$ cat config.mk
export PLATFORM = sky130hd
export DESIGN_NAME = dump_sm_flat
export DESIGN_NICKNAME = d
export VERILOG_FILES = /design/src/rtl/dump_sm_if.sv /design/src/rtl/dump_sm.sv /design/src/flat_wrapper.sv
export SDC_FILE = /design/constraint.sdc
export NUM_CORES = 1
export LEC_CHECK = 0
export ABC_AREA = 1
export ABC_CLOCK_PERIOD_IN_PS = 1980
export CORE_UTILIZATION = 50
export CTS_CLUSTER_SIZE = 40
export DETAILED_ROUTE_END_ITERATION = 10
export HOLD_SLACK_MARGIN = 0.12
export PLACE_DENSITY = 0.8
export SLEW_MARGIN = 25
export SYNTH_ARGS = -nofsm -noshare
export SYNTH_HDL_FRONTEND = slang
export SYNTH_SLANG_ARGS = --single-unit
export TNS_END_PERCENT = 20
$ cat constraint.sdc
create_clock -name clk -period 1.98 [get_ports clk]
set_input_delay 0.396 -clock clk [delete_from_list [all_inputs] [get_ports clk]]
set_output_delay 0.396 -clock clk [all_outputs]
set_load 0.01 [all_outputs]
$ cat src/rtl/dump_sm_if.sv
// Signal bundle between the dump state machine, the sample-RAM read mux and the UART.
// master: the dump SM side; slave: the environment (command processor, RAM interface, UART).
interface dump_sm_if #(
    parameter int ADDR_W = 9
);
    logic              dump_start;
    logic [1:0]        dump_ch;
    logic              cap_busy;
    logic [ADDR_W-1:0] trace_end;
    logic [7:0]        read_data;
    logic              tx_done;
    logic              dump_en;
    logic [1:0]        ch_sel;
    logic [ADDR_W-1:0] addr;
    logic [7:0]        tx_data;
    logic              trmt;
    logic              busy;
    logic              dump_done;
    logic              dump_err;

    modport master (
        input  dump_start, dump_ch, cap_busy, trace_end, read_data, tx_done,
        output dump_en, ch_sel, addr, tx_data, trmt, busy, dump_done, dump_err
    );

    modport slave (
        output dump_start, dump_ch, cap_busy, trace_end, read_data, tx_done,
        input  dump_en, ch_sel, addr, tx_data, trmt, busy, dump_done, dump_err
    );
endinterface

$ cat src/rtl/dump_sm.sv
// Dumps one channel's circular capture buffer, oldest sample first, to the UART.
//   state | meaning
//   IDLE  | waiting for dump_start
//   RD    | dump_en high for one cycle at addr/ch_sel
//   LD    | read_data valid; load tx_data and strobe trmt
//   TX    | waiting for tx_done from the UART
module dump_sm #(
    parameter int ADDR_W = 9,
    parameter int DEPTH  = 384
) (
    input  logic      clk,
    input  logic      rst_n,
    dump_sm_if.master bus
);
    typedef enum logic [1:0] {IDLE, RD, LD, TX} state_t;

    localparam logic [ADDR_W-1:0] LAST = ADDR_W'(DEPTH - 1);

    state_t            state, state_nxt;
    logic [1:0]        ch_sel_q, ch_sel_nxt;
    logic [ADDR_W-1:0] addr_q, addr_nxt;
    logic [ADDR_W-1:0] count_q, count_nxt;
    logic [7:0]        tx_data_q, tx_data_nxt;
    logic              trmt_q, trmt_nxt;
    logic              busy_q, busy_nxt;
    logic              done_q, done_nxt;
    logic              err_q, err_nxt;

    // DEPTH need not be a power of two, so the address wraps explicitly.
    function automatic logic [ADDR_W-1:0] wrap_inc(input logic [ADDR_W-1:0] a);
        return (a == LAST) ? '0 : a + ADDR_W'(1);
    endfunction

    always_ff @(posedge clk or negedge rst_n) begin
        if (!rst_n) begin
            state     <= IDLE;
            ch_sel_q  <= 2'b00;
            addr_q    <= '0;
            count_q   <= '0;
            tx_data_q <= 8'h00;
            trmt_q    <= 1'b0;
            busy_q    <= 1'b0;
            done_q    <= 1'b0;
            err_q     <= 1'b0;
        end else begin
            state     <= state_nxt;
            ch_sel_q  <= ch_sel_nxt;
            addr_q    <= addr_nxt;
            count_q   <= count_nxt;
            tx_data_q <= tx_data_nxt;
            trmt_q    <= trmt_nxt;
            busy_q    <= busy_nxt;
            done_q    <= done_nxt;
            err_q     <= err_nxt;
        end
    end

    always_comb begin
        state_nxt   = state;
        ch_sel_nxt  = ch_sel_q;
        addr_nxt    = addr_q;
        count_nxt   = count_q;
        tx_data_nxt = tx_data_q;
        busy_nxt    = busy_q;
        trmt_nxt    = 1'b0;
        done_nxt    = 1'b0;
        err_nxt     = 1'b0;
        case (state)
            IDLE: begin
                if (bus.dump_start) begin
                    if ((bus.dump_ch != 2'b00) && !bus.cap_busy) begin
                        ch_sel_nxt = bus.dump_ch;
                        addr_nxt   = wrap_inc(bus.trace_end);
                        count_nxt  = '0;
                        busy_nxt   = 1'b1;
                        state_nxt  = RD;
                    end else begin
                        err_nxt = 1'b1;
                    end
                end
            end
            RD: state_nxt = LD;
            LD: begin
                tx_data_nxt = bus.read_data;
                trmt_nxt    = 1'b1;
                state_nxt   = TX;
            end
            TX: begin
                if (bus.tx_done) begin
                    if (count_q == LAST) begin
                        done_nxt  = 1'b1;
                        busy_nxt  = 1'b0;
                        state_nxt = IDLE;
                    end else begin
                        count_nxt = count_q + ADDR_W'(1);
                        addr_nxt  = wrap_inc(addr_q);
                        state_nxt = RD;
                    end
                end
            end
            default: state_nxt = IDLE;
        endcase
    end

    assign bus.dump_en   = (state == RD);
    assign bus.ch_sel    = ch_sel_q;
    assign bus.addr      = addr_q;
    assign bus.tx_data   = tx_data_q;
    assign bus.trmt      = trmt_q;
    assign bus.busy      = busy_q;
    assign bus.dump_done = done_q;
    assign bus.dump_err  = err_q;
endmodule

$ cat src/flat_wrapper.sv
// flat-port wrapper written by rule: the top's interface ports become plain ports
module dump_sm_flat 
#(
    parameter int ADDR_W = 9,
    parameter int DEPTH  = 384
)
  (clk, rst_n, bus_dump_start, bus_dump_ch, bus_cap_busy, bus_trace_end, bus_read_data, bus_tx_done, bus_dump_en, bus_ch_sel, bus_addr, bus_tx_data, bus_trmt, bus_busy, bus_dump_done, bus_dump_err);
  dump_sm_if #(.ADDR_W(ADDR_W)) bus_i ();
  input  logic clk;
  input  logic rst_n;
  input wire logic [$bits(bus_i.dump_start)-1:0] bus_dump_start;
  input wire logic [$bits(bus_i.dump_ch)-1:0] bus_dump_ch;
  input wire logic [$bits(bus_i.cap_busy)-1:0] bus_cap_busy;
  input wire logic [$bits(bus_i.trace_end)-1:0] bus_trace_end;
  input wire logic [$bits(bus_i.read_data)-1:0] bus_read_data;
  input wire logic [$bits(bus_i.tx_done)-1:0] bus_tx_done;
  output wire logic [$bits(bus_i.dump_en)-1:0] bus_dump_en;
  output wire logic [$bits(bus_i.ch_sel)-1:0] bus_ch_sel;
  output wire logic [$bits(bus_i.addr)-1:0] bus_addr;
  output wire logic [$bits(bus_i.tx_data)-1:0] bus_tx_data;
  output wire logic [$bits(bus_i.trmt)-1:0] bus_trmt;
  output wire logic [$bits(bus_i.busy)-1:0] bus_busy;
  output wire logic [$bits(bus_i.dump_done)-1:0] bus_dump_done;
  output wire logic [$bits(bus_i.dump_err)-1:0] bus_dump_err;
  assign bus_i.dump_start = bus_dump_start;
  assign bus_i.dump_ch = bus_dump_ch;
  assign bus_i.cap_busy = bus_cap_busy;
  assign bus_i.trace_end = bus_trace_end;
  assign bus_i.read_data = bus_read_data;
  assign bus_i.tx_done = bus_tx_done;
  assign bus_dump_en = bus_i.dump_en;
  assign bus_ch_sel = bus_i.ch_sel;
  assign bus_addr = bus_i.addr;
  assign bus_tx_data = bus_i.tx_data;
  assign bus_trmt = bus_i.trmt;
  assign bus_busy = bus_i.busy;
  assign bus_dump_done = bus_i.dump_done;
  assign bus_dump_err = bus_i.dump_err;
  dump_sm #(.ADDR_W(ADDR_W), .DEPTH(DEPTH)) u_core (.clk(clk), .rst_n(rst_n), .bus(bus_i));
endmodule
======== Yosys cells after proc, flatten, opt, wreduce, memory -nomap -nowiden ========
Cells that the tools add are included.
W data, S select, Z words.
word-level totals
  input port bits ......................... 24
  register bits after elaboration ......... 34
cells by class
  reduce and logical (&&, ||, !) cells .... 9
  equality and inequality tests ........... 11
  add/subtract/negate cells ............... 3
  mux-type cells .......................... 29
operators by type and width
  cell                   count
  $mux W9                10
  $pmux W9 S2            2
  $add A9 B1 Y9 const B  3
  $eq A9 B9 Y1 const B   3
  $mux W1                12
  $reduce_and A5 Y1      2
  $pmux W2 S4            1
  $mux W2                3
  $ne A2 B2 Y1 const B   3
  $reduce_and A3 Y1      2
  $eq A2 B2 Y1 const B   2
  $ne A2 B1 Y1 const B   2
  $reduce_bool A2 Y1     2
  $eq A2 B1 Y1 const B   1
  $logic_not A2 Y1       1
  $pmux W1 S2            1
  $logic_and A1 B1 Y1    1
  $logic_not A1 Y1       1

======== Depth between registers and ports, before layout ========
Gate-level depths: netlist of the first run.
  word-level depth ........................ 5
  mapped depth ............................ 11
  gate-level depth less buffers ........... 10

======== Least setup slack after synthesis of the first run ========
Ideal clock, no wire load.
  path type ............................... reg2reg
  start point ............................. register u_core.state[0]
  end point ............................... register u_core.addr_q[1] (netlist: u_core.bus.addr[1])
  data required time ...................... 1,853 ps
  setup time .............................. 127 ps
  setup slack ............................. 514 ps
  arrival ................................. 1,339 ps
  stages on the path, launching flop included .. 11
  cell sequence ........................... dfrtp_1 inv_1 ha_1 nor2_1 a21oi_1 nand3_1 inv_1 nand2_2 buf_6 nand2_1 o21ai_0
between the ends
  word-level cells in the longest chain between the ends .. 3
RTL lines
  what                                              line           RTL
  start: declaration                                dump_sm.sv:19  state_t state, state_nxt;
  start signal: assignment                          dump_sm.sv:46  state <= state_nxt;
  $eq A2 B2 Y1 or $logic_not A2 Y1 (tied branches)  dump_sm.sv:68  case (state)
  $ne A2 B2 Y1 (no line) (tied with other cells)    -
  $reduce_and A5 Y1 (no line)                       -
  end signal: assignment                            dump_sm.sv:48  addr_q <= addr_nxt;
  end: declaration                                  dump_sm.sv:21  logic [ADDR_W-1:0] addr_q, addr_nxt;
Several ways; a longest one is shown, not always the timed one.
A chain may end at the register's enable or synchronous reset.

======== Worst setup path in the final report of the first run ========
  start point ............................. register u_core.state[1]
  end point ............................... output port bus_dump_en
between the ends
  word-level cells in the longest chain between the ends .. 1
RTL lines
  what              line                RTL
  $eq A2 B1 Y1      dump_sm.sv:105      assign bus.dump_en = (state == RD);
  end: declaration  flat_wrapper.sv:17  output wire logic [$bits(bus_i.dump_en)-1:0] bus_dump_en;
Every way passes these cells.

==> impl_summary.log, run 1 <==
INFO  metric max_cap_violations = 0
INFO  metric cts_buffers = 5
INFO  metric rsz0062_at_grt = false
INFO  metric routed_wirelength = 4390 um
INFO  metric final.period_utilization = 93.7%
INFO  metric synth_warnings = 0
INFO  metric period_needed = 1850 ps
INFO  metric slew-limit-headroom = 71.5%
INFO  metric final.setup.tns = 0 ps
INFO  metric synth.area.mux_share = 4.88%
INFO  metric pin_count_of_the_biggest_net_entering_global_routing = 35
INFO  metric cp_data_required_time = 1580 ps
INFO  metric final_design_area_no_fill = 2710 sq um
INFO  metric power_density = 1380 nW/um^2
INFO  metric cts_hold_buffers = 0
INFO  metric synthAdderAreaFrac = 4.27%
INFO  metric floorplan.rows = 22
INFO  metric gr-total-overflow = 0
INFO  metric reg2reg_from = u_core.state[0]$_DFFE_PN0P_
INFO  metric fin_worst_skew = 10.2 ps
INFO  metric reg2reg_slack = 280 ps
INFO  metric floorplan.die.width = 66.0 um
INFO  metric startpoint_type = register
INFO  metric path_cells = inv_1 > ha_1 > clkdlybuf4s50_1
INFO  metric p_leak = 1.30 nW
INFO  metric design.die.area = 4360 sq um
INFO  metric gp_congestion = 0.884
INFO  metric worstMarginPinSlew = 427 ps
INFO  metric hold_path.startpoint = u_core.bus.ch_sel[0]$_DFFE_PN0P_
INFO  metric postSynthCellCount = 272
INFO  metric timing.hold.worst_endpoint = u_core.bus.ch_sel[0]$_DFFE_PN0P_
INFO  metric synth-seq-cells = 34
INFO  metric num_antenna_cells = 0
INFO  metric cts_root_buf = sky130_fd_sc_hd__clkbuf_8
INFO  metric post_synth_num_cell_types = 26
INFO  metric placeableCoreArea = 3800 sq um
INFO  metric total_switching_power = 0.00137 W
INFO  metric fp.dieH = 66.0 um
INFO  metric cts_num_sinks = 34
INFO  metric final_layout_size_suffix_gt1_share = 9.29%
INFO  metric drt-wirelength-per-cell = 11.8 um
INFO  metric number_of_fill_cells = 306
INFO  metric first_global_vias = 1751
INFO  metric dp_worst_setup_slack = 68.1 ps
INFO  metric max_ir_drop_vdd = 0.907 mV
INFO  metric cts_tree = yes
INFO  metric clock_latency_of_the_later_clocked_register_in_the_worst_skew_pair = 300 ps
INFO  metric post-cts-setup-buffer-count = 0
INFO  metric worst-r2r-cell-count = 9
INFO  metric synth_xor_xnor_area_share = 1.71%
INFO  metric hold_path_class = reg -> reg
INFO  metric area.growth.synth_to_final = 32.0%
INFO  metric clkSlewWorstSetupHoldPaths = 70 ps
INFO  metric postRouteAntennaNets = 0
INFO  metric num_io_pins = 48
INFO  metric syn-mean-instance-area = 7.53 sq um
INFO  metric drt-initial-drc-count = 129
INFO  metric grt_first_pass_wirelength = 7510 um
INFO  metric route.vias.total = 1849
INFO  metric vias_per_cell = 4.98
INFO  metric comb_power_share = 47.6%
INFO  metric port-buffer-count = 47
INFO  metric fin_ws = 125 ps
INFO  metric cellInternalPower = 0.00236 W
INFO  metric main_combinational_cell_family_by_area_after_synthesis = simple AND/OR/NAND/NOR gates
INFO  metric maxSlewViolCount = 0
INFO  metric pwr-share-clk = 21.2%
INFO  metric floorplan.initialDensity = 54.0%
INFO  metric layout.core_utilization = 71.2%
INFO  metric switching_share = 36.8%
INFO  metric synth-seq-area-share = 41.5%
INFO  metric cts_max_level = 2
INFO  metric post_cts_resized = 0
INFO  metric crit_path_slowest_cell = sky130_fd_sc_hd__clkdlybuf4s50_1
INFO  metric timing.final.hold_violations = 0
INFO  metric path_class = reg -> out
INFO  metric synth-simple-area-share = 32.4%
INFO  metric wp_data_arrival = 1460 ps
INFO  metric status = complete, no violations
INFO  metric reg2reg_to = u_core.count_q[8]$_DFFE_PN0P_
INFO  metric cp-end-kind = output pin
INFO  metric grt_antenna_before_repair = 0
INFO  metric dp.final_hpwl = 3320 um
INFO  metric first_pass_iters = 4
INFO  metric timing.final.setup_violations = 0
INFO  metric syn_area = 2050 sq um
INFO  metric finalNetCount = 353
INFO  metric groute.usage.overall = 23.1%
INFO  metric share_of_the_synthesized_area_in_compound_gates_ao_oa_aoi_oai = 7.14%
INFO  metric hold_depth = 2
INFO  metric post_place_cell_area = 2560 sq um
INFO  metric timing.critical_path.from = u_core.state[1]$_DFFE_PN0P_
INFO  metric synth.net_count = 303
INFO  metric crit_fanout = 4
INFO  metric clock_tree.buffer_depth = 2
INFO  metric highest_clock_rate = 539 MHz
INFO  metric route.detailed.drc = 0
INFO  metric critPathMaxStageDelay = 520 ps
INFO  metric seq_power_share = 31.2%
==> worst max-delay path by stage <==
stage | cells past startpoint | end
3_3_place_gp | 10 | u_core.bus.addr[8]$_DFFE_PN0P_
6_report | 3 | bus_dump_en
5_1_grt | 3 | bus_dump_en
2_1_floorplan | 10 | u_core.bus.addr[1]$_DFFE_PN0P_
4_1_cts | 3 | bus_dump_en
3_5_place_dp | 10 | u_core.bus.addr[8]$_DFFE_PN0P_
==> logic make-up after synthesis <==
logic type      after synthesis
buf+inv                      37
fa+ha+maj                     7
compound gates               28
mux                           9
xor+xnor                      4
flops                        34
simple gates                153
==> per-layer routing <==
metal	part of all wire, %	vias to the layer above	global-route usage, %
met5	0	-	0
met4	1.9	0	8.78
met3	4.8	11	6.55
met2	49	39	40.3
met1	44	830	26.6
li1	-	969	-
==> state kept, by name, indices dropped and copies added (netlist names) <==
register              cells
u_core.bus.tx_data        8
u_core.count_q            9
u_core.bus.trmt           1
u_core.bus.dump_err       1
u_core.bus.addr           9
u_core.state              2
u_core.bus.dump_done      1
u_core.bus.ch_sel         2
u_core.bus.busy           1
==> worst max-delay path, delay by kind of cell, from the launching register on <==
kind	cells	cell delay (ps)
fa+ha+maj	1	140
flops	1	400
buf+inv	2	620
==> placed cells by master (no fill, tap or decap), types with 6 or more instances in the layout <==
cell / n
sky130_fd_sc_hd__mux2_2: 8
sky130_fd_sc_hd__ha_1: 7
sky130_fd_sc_hd__nand2_1: 90
sky130_fd_sc_hd__clkdlybuf4s50_1: 47
sky130_fd_sc_hd__dfrtp_1: 34
sky130_fd_sc_hd__a21oi_1: 7
sky130_fd_sc_hd__clkbuf_8: 6
sky130_fd_sc_hd__inv_1: 28
sky130_fd_sc_hd__nor2_1: 20
sky130_fd_sc_hd__nand3_1: 26
sky130_fd_sc_hd__o21ai_0: 19
==> power groups by stage <==
stage	sequential [W]	clock, W	combinational, W
after floorplan	0.00123	0	0.00101
after global placement	0.00116	0	0.00174
after detailed placement	0.00117	0	0.00179
after CTS	0.00116	0.000804	0.00180
after global routing	0.00120	0.000837	0.00198
final	0.00116	0.000789	0.00177
==> Yosys cell counts <==
cell type / instances / area [sq um]
sky130_fd_sc_hd__a21oi_1: 7 / 35.0
sky130_fd_sc_hd__nor3_1: 3 / 15.0
sky130_fd_sc_hd__nand3_1: 26 / 130
sky130_fd_sc_hd__nor2_1: 20 / 75.1
sky130_fd_sc_hd__inv_1: 28 / 105
sky130_fd_sc_hd__o21ai_0: 19 / 95.1
sky130_fd_sc_hd__nand2_2: 2 / 12.5
sky130_fd_sc_hd__clkbuf_1: 3 / 11.3
sky130_fd_sc_hd__nand4_1: 3 / 18.8
sky130_fd_sc_hd__mux2_2: 8 / 90.1
sky130_fd_sc_hd__buf_6: 3 / 33.8
sky130_fd_sc_hd__nand2_1: 90 / 338
sky130_fd_sc_hd__nor2_4: 1 / 11.3
sky130_fd_sc_hd__o21bai_1: 1 / 7.51
sky130_fd_sc_hd__xor2_1: 3 / 26.3
sky130_fd_sc_hd__or2_2: 3 / 18.8
sky130_fd_sc_hd__buf_4: 1 / 7.51
sky130_fd_sc_hd__nor3_2: 1 / 10.0
sky130_fd_sc_hd__o21ai_2: 1 / 8.76
sky130_fd_sc_hd__nand3b_1: 3 / 22.5
sky130_fd_sc_hd__xnor2_1: 1 / 8.76
sky130_fd_sc_hd__ha_1: 7 / 87.6
sky130_fd_sc_hd__inv_2: 2 / 7.51
sky130_fd_sc_hd__dfrtp_1: 34 / 851
sky130_fd_sc_hd__mux2i_1: 1 / 10.0
sky130_fd_sc_hd__nand4_2: 1 / 12.5
==> per-stage QoR <==
stage	hold slack (ps)	instances	power (W)
floorplan	100	272	0.00224
global placement	461	363	0.00290
detailed placement	469	363	0.00296
CTS	484	371	0.00376
global route	512	371	0.00402
finish	486	371	0.00373
==> layout make-up <==
class                           instances  area [sq um]  share of cell area (%)
Clock buffer                            6          82.6                    3.05
Tap cell                               48          60.1                    2.22
Clock inverter                          2          60.1                    2.22
Sequential cell                        34           851                    31.5
Timing Repair Buffer                   50           505                    18.7
Inverter                               30           113                    4.16
Multi-Input combinational cell        201          1030                    38.2
No activity file was read; power rests on OpenSTA's default activity.
==> run 2, diff against run 1 <==
Settings changed: CTS_CLUSTER_SIZE 40 to 20, REMOVE_ABC_BUFFERS set to 1.
==> run 2 against run 1 <==
Against the previous run: sequential share of layout area increased by 0.38 points; largest power group unchanged; global-route usage up 0.41 points; worst setup slack lost 15 ps.
==> impl_summary.log, run 2 (synthesis gave the netlist of run 1 again) <==
INFO  metric post_layout_nonfiller_instances = 371
INFO  metric first_pass_iters = 4
INFO  metric clock_latency_of_the_later_clocked_register_in_the_worst_skew_pair = 280 ps
INFO  metric route.detailed.drc = 0
INFO  metric cp-end-kind = output pin
INFO  metric final.setup.tns = 0 ps
INFO  metric crit_fanout = 4
INFO  metric comb_power_share = 49.3%
INFO  metric route.vias.total = 1910
INFO  metric maxSlewViolCount = 0
INFO  metric cp_data_required_time = 1580 ps
INFO  metric dp_worst_setup_slack = 80.6 ps
INFO  metric placed_cells_incl_taps = 364
INFO  metric drt-initial-drc-count = 76
INFO  metric cts_num_sinks = 34
INFO  metric final.period_utilization = 94.4%
INFO  metric fp.dieH = 66.0 um
INFO  metric clkSlewWorstSetupHoldPaths = 70 ps
INFO  metric floorplan.die.width = 66.0 um
INFO  metric wp_data_arrival = 1470 ps
INFO  metric pin_count_of_the_biggest_net_entering_global_routing = 35
INFO  metric timing.hold.ws = 487 ps
INFO  metric port-buffer-count = 47
INFO  metric number_of_fill_cells = 307
INFO  metric num_io_pins = 48
INFO  metric timing.final.setup_violations = 0
INFO  metric max_cap_violations = 0
INFO  metric area.growth.synth_to_final = 30.4%
INFO  metric routed_wirelength = 4400 um
INFO  metric num_antenna_cells = 0
INFO  metric hold_path_class = reg -> reg
INFO  metric first_global_vias = 1798
INFO  metric cellInternalPower = 0.00220 W
INFO  metric grt_util_met3 = 4.48%
INFO  metric startpoint_type = register
INFO  metric period_needed = 1870 ps
INFO  metric floorplan.rows = 22
INFO  metric design.die.area = 4360 sq um
INFO  metric fin_ws = 110 ps
INFO  metric gp_congestion = 0.783
INFO  metric timing.final.hold_violations = 0
INFO  metric floorplan.initialDensity = 54.0%
INFO  metric postRouteAntennaNets = 0
INFO  metric rsz0062_at_grt = false
INFO  metric post_place_cell_area = 2560 sq um
INFO  metric grt_antenna_before_repair = 0
INFO  metric pwr-share-clk = 18.1%
INFO  metric switching_share = 38.3%
INFO  metric path_class = reg -> out
INFO  metric final_design_area_no_fill = 2670 sq um
INFO  metric vias_per_cell = 5.15
INFO  metric multiInputGateArea = 1040 sq um
INFO  metric finalNetCount = 354
INFO  metric dp.final_hpwl = 3350 um
INFO  metric final_common_cell = sky130_fd_sc_hd__nand2_1
INFO  metric groute.usage.overall = 23.5%
INFO  metric status = complete, no violations
INFO  metric grt_first_pass_wirelength = 7750 um
INFO  metric seq_power_share = 32.7%
INFO  metric max_ir_drop_vdd = 0.954 mV
INFO  metric use_met2 = 40.2%
INFO  metric cts_buffers = 5
INFO  metric p_leak = 1.28 nW
INFO  metric final_layout_size_suffix_gt1_share = 9.60%
INFO  metric drt-wirelength-per-cell = 11.8 um
INFO  metric clock_tree.buffer_depth = 2
INFO  metric grt.met1_usage = 28.6%
INFO  metric cts_tree = yes
INFO  metric cts_root_buf = sky130_fd_sc_hd__clkbuf_8
INFO  metric slew-limit-headroom = 72.4%
INFO  metric worstMarginPinSlew = 414 ps
INFO  metric highest_clock_rate = 535 MHz
INFO  metric area.sequential = 851 sq um
INFO  metric power_density = 1340 nW/um^2
INFO  metric placeableCoreArea = 3800 sq um
INFO  metric final_cell_mix = sky130_fd_sc_hd__nand2_1 (90), sky130_fd_sc_hd__clkdlybuf4s50_1 (47), sky130_fd_sc_hd__dfrtp_1 (34)
INFO  metric grt-busiest-layer = met2
INFO  metric total_switching_power = 0.00137 W
INFO  metric fin_worst_skew = 8.68 ps
INFO  metric gr-total-overflow = 0
INFO  metric cts_max_level = 2
## run 2: cell count changes in the layout (fill, tap and decap cells not counted), sizes merged
cell,before,now
bufinv,2,1
buf,3,4
## run 2: path summary, 6_finish.rpt
check | startpoint | endpoint | slack [ps] | cells after the start
max in group asynchronous | rst_n | u_core.bus.addr[8]$_DFFE_PN0P_ | 1160 | 2
worst max-delay path | u_core.state[1]$_DFFE_PN0P_ | bus_dump_en | 110 | 3
min in group asynchronous | rst_n | u_core.bus.ch_sel[0]$_DFFE_PN0P_ | 520 | 2
worst min-delay path | u_core.bus.ch_sel[0]$_DFFE_PN0P_ | u_core.bus.ch_sel[0]$_DFFE_PN0P_ | 490 | 2
worst max register to register | u_core.state[0]$_DFFE_PN0P_ | u_core.count_q[8]$_DFFE_PN0P_ | 260 | 8
worst min register to register | u_core.bus.ch_sel[0]$_DFFE_PN0P_ | u_core.bus.ch_sel[0]$_DFFE_PN0P_ | 490 | 2
## run 2: repair_timing
| action | 4_1_cts | 5_1_grt |
|---|---|---|
| setup buffers | 0 | 0 |
| resized for setup | 0 | 1 |
| endpoints found under the hold margin | 0 | 0 |
| hold buffers | 0 | 0 |
| endpoints found under the setup margin | 0 | 3 |
## run 2: per-stage QoR
step	total power (W)	utilization, %
final	0.00357	70.4
after detailed placement	0.00294	67.3
after floorplan	0.00213	-
after CTS	0.00359	70.3
after global placement	0.00287	67.3
after global routing	0.00389	70.4
## run 2: layout make-up
type / count / area share [%]
Inverter: 30 / 4.21
Timing Repair Buffer: 51 / 18.7
Clock inverter: 1 / 1.12
Multi-Input combinational cell: 201 / 38.8
Clock buffer: 6 / 3.09
Sequential cell: 34 / 31.8
Tap cell: 48 / 2.25
## run 2: worst max-delay path: stages, from the launching register on
cell                              delay (ps)
sky130_fd_sc_hd__dfrtp_1                 410
sky130_fd_sc_hd__inv_1                   110
sky130_fd_sc_hd__ha_1                    140
sky130_fd_sc_hd__clkdlybuf4s50_1         540
## run 2: power by group through the flow
stage          logic [W]  clock network, W  registers (W)
2_1_floorplan   0.000895                 0        0.00123
3_3_place_gp     0.00171                 0        0.00116
3_5_place_dp     0.00176                 0        0.00118
4_1_cts          0.00177          0.000659        0.00117
5_1_grt          0.00200          0.000690        0.00120
6_report         0.00176          0.000646        0.00117
## run 2: metal layers
metal	vias up	share of wire, %
met4	0	0.91
li1	966	-
met2	43	50
met5	-	0
met3	2	3.3
met1	899	45
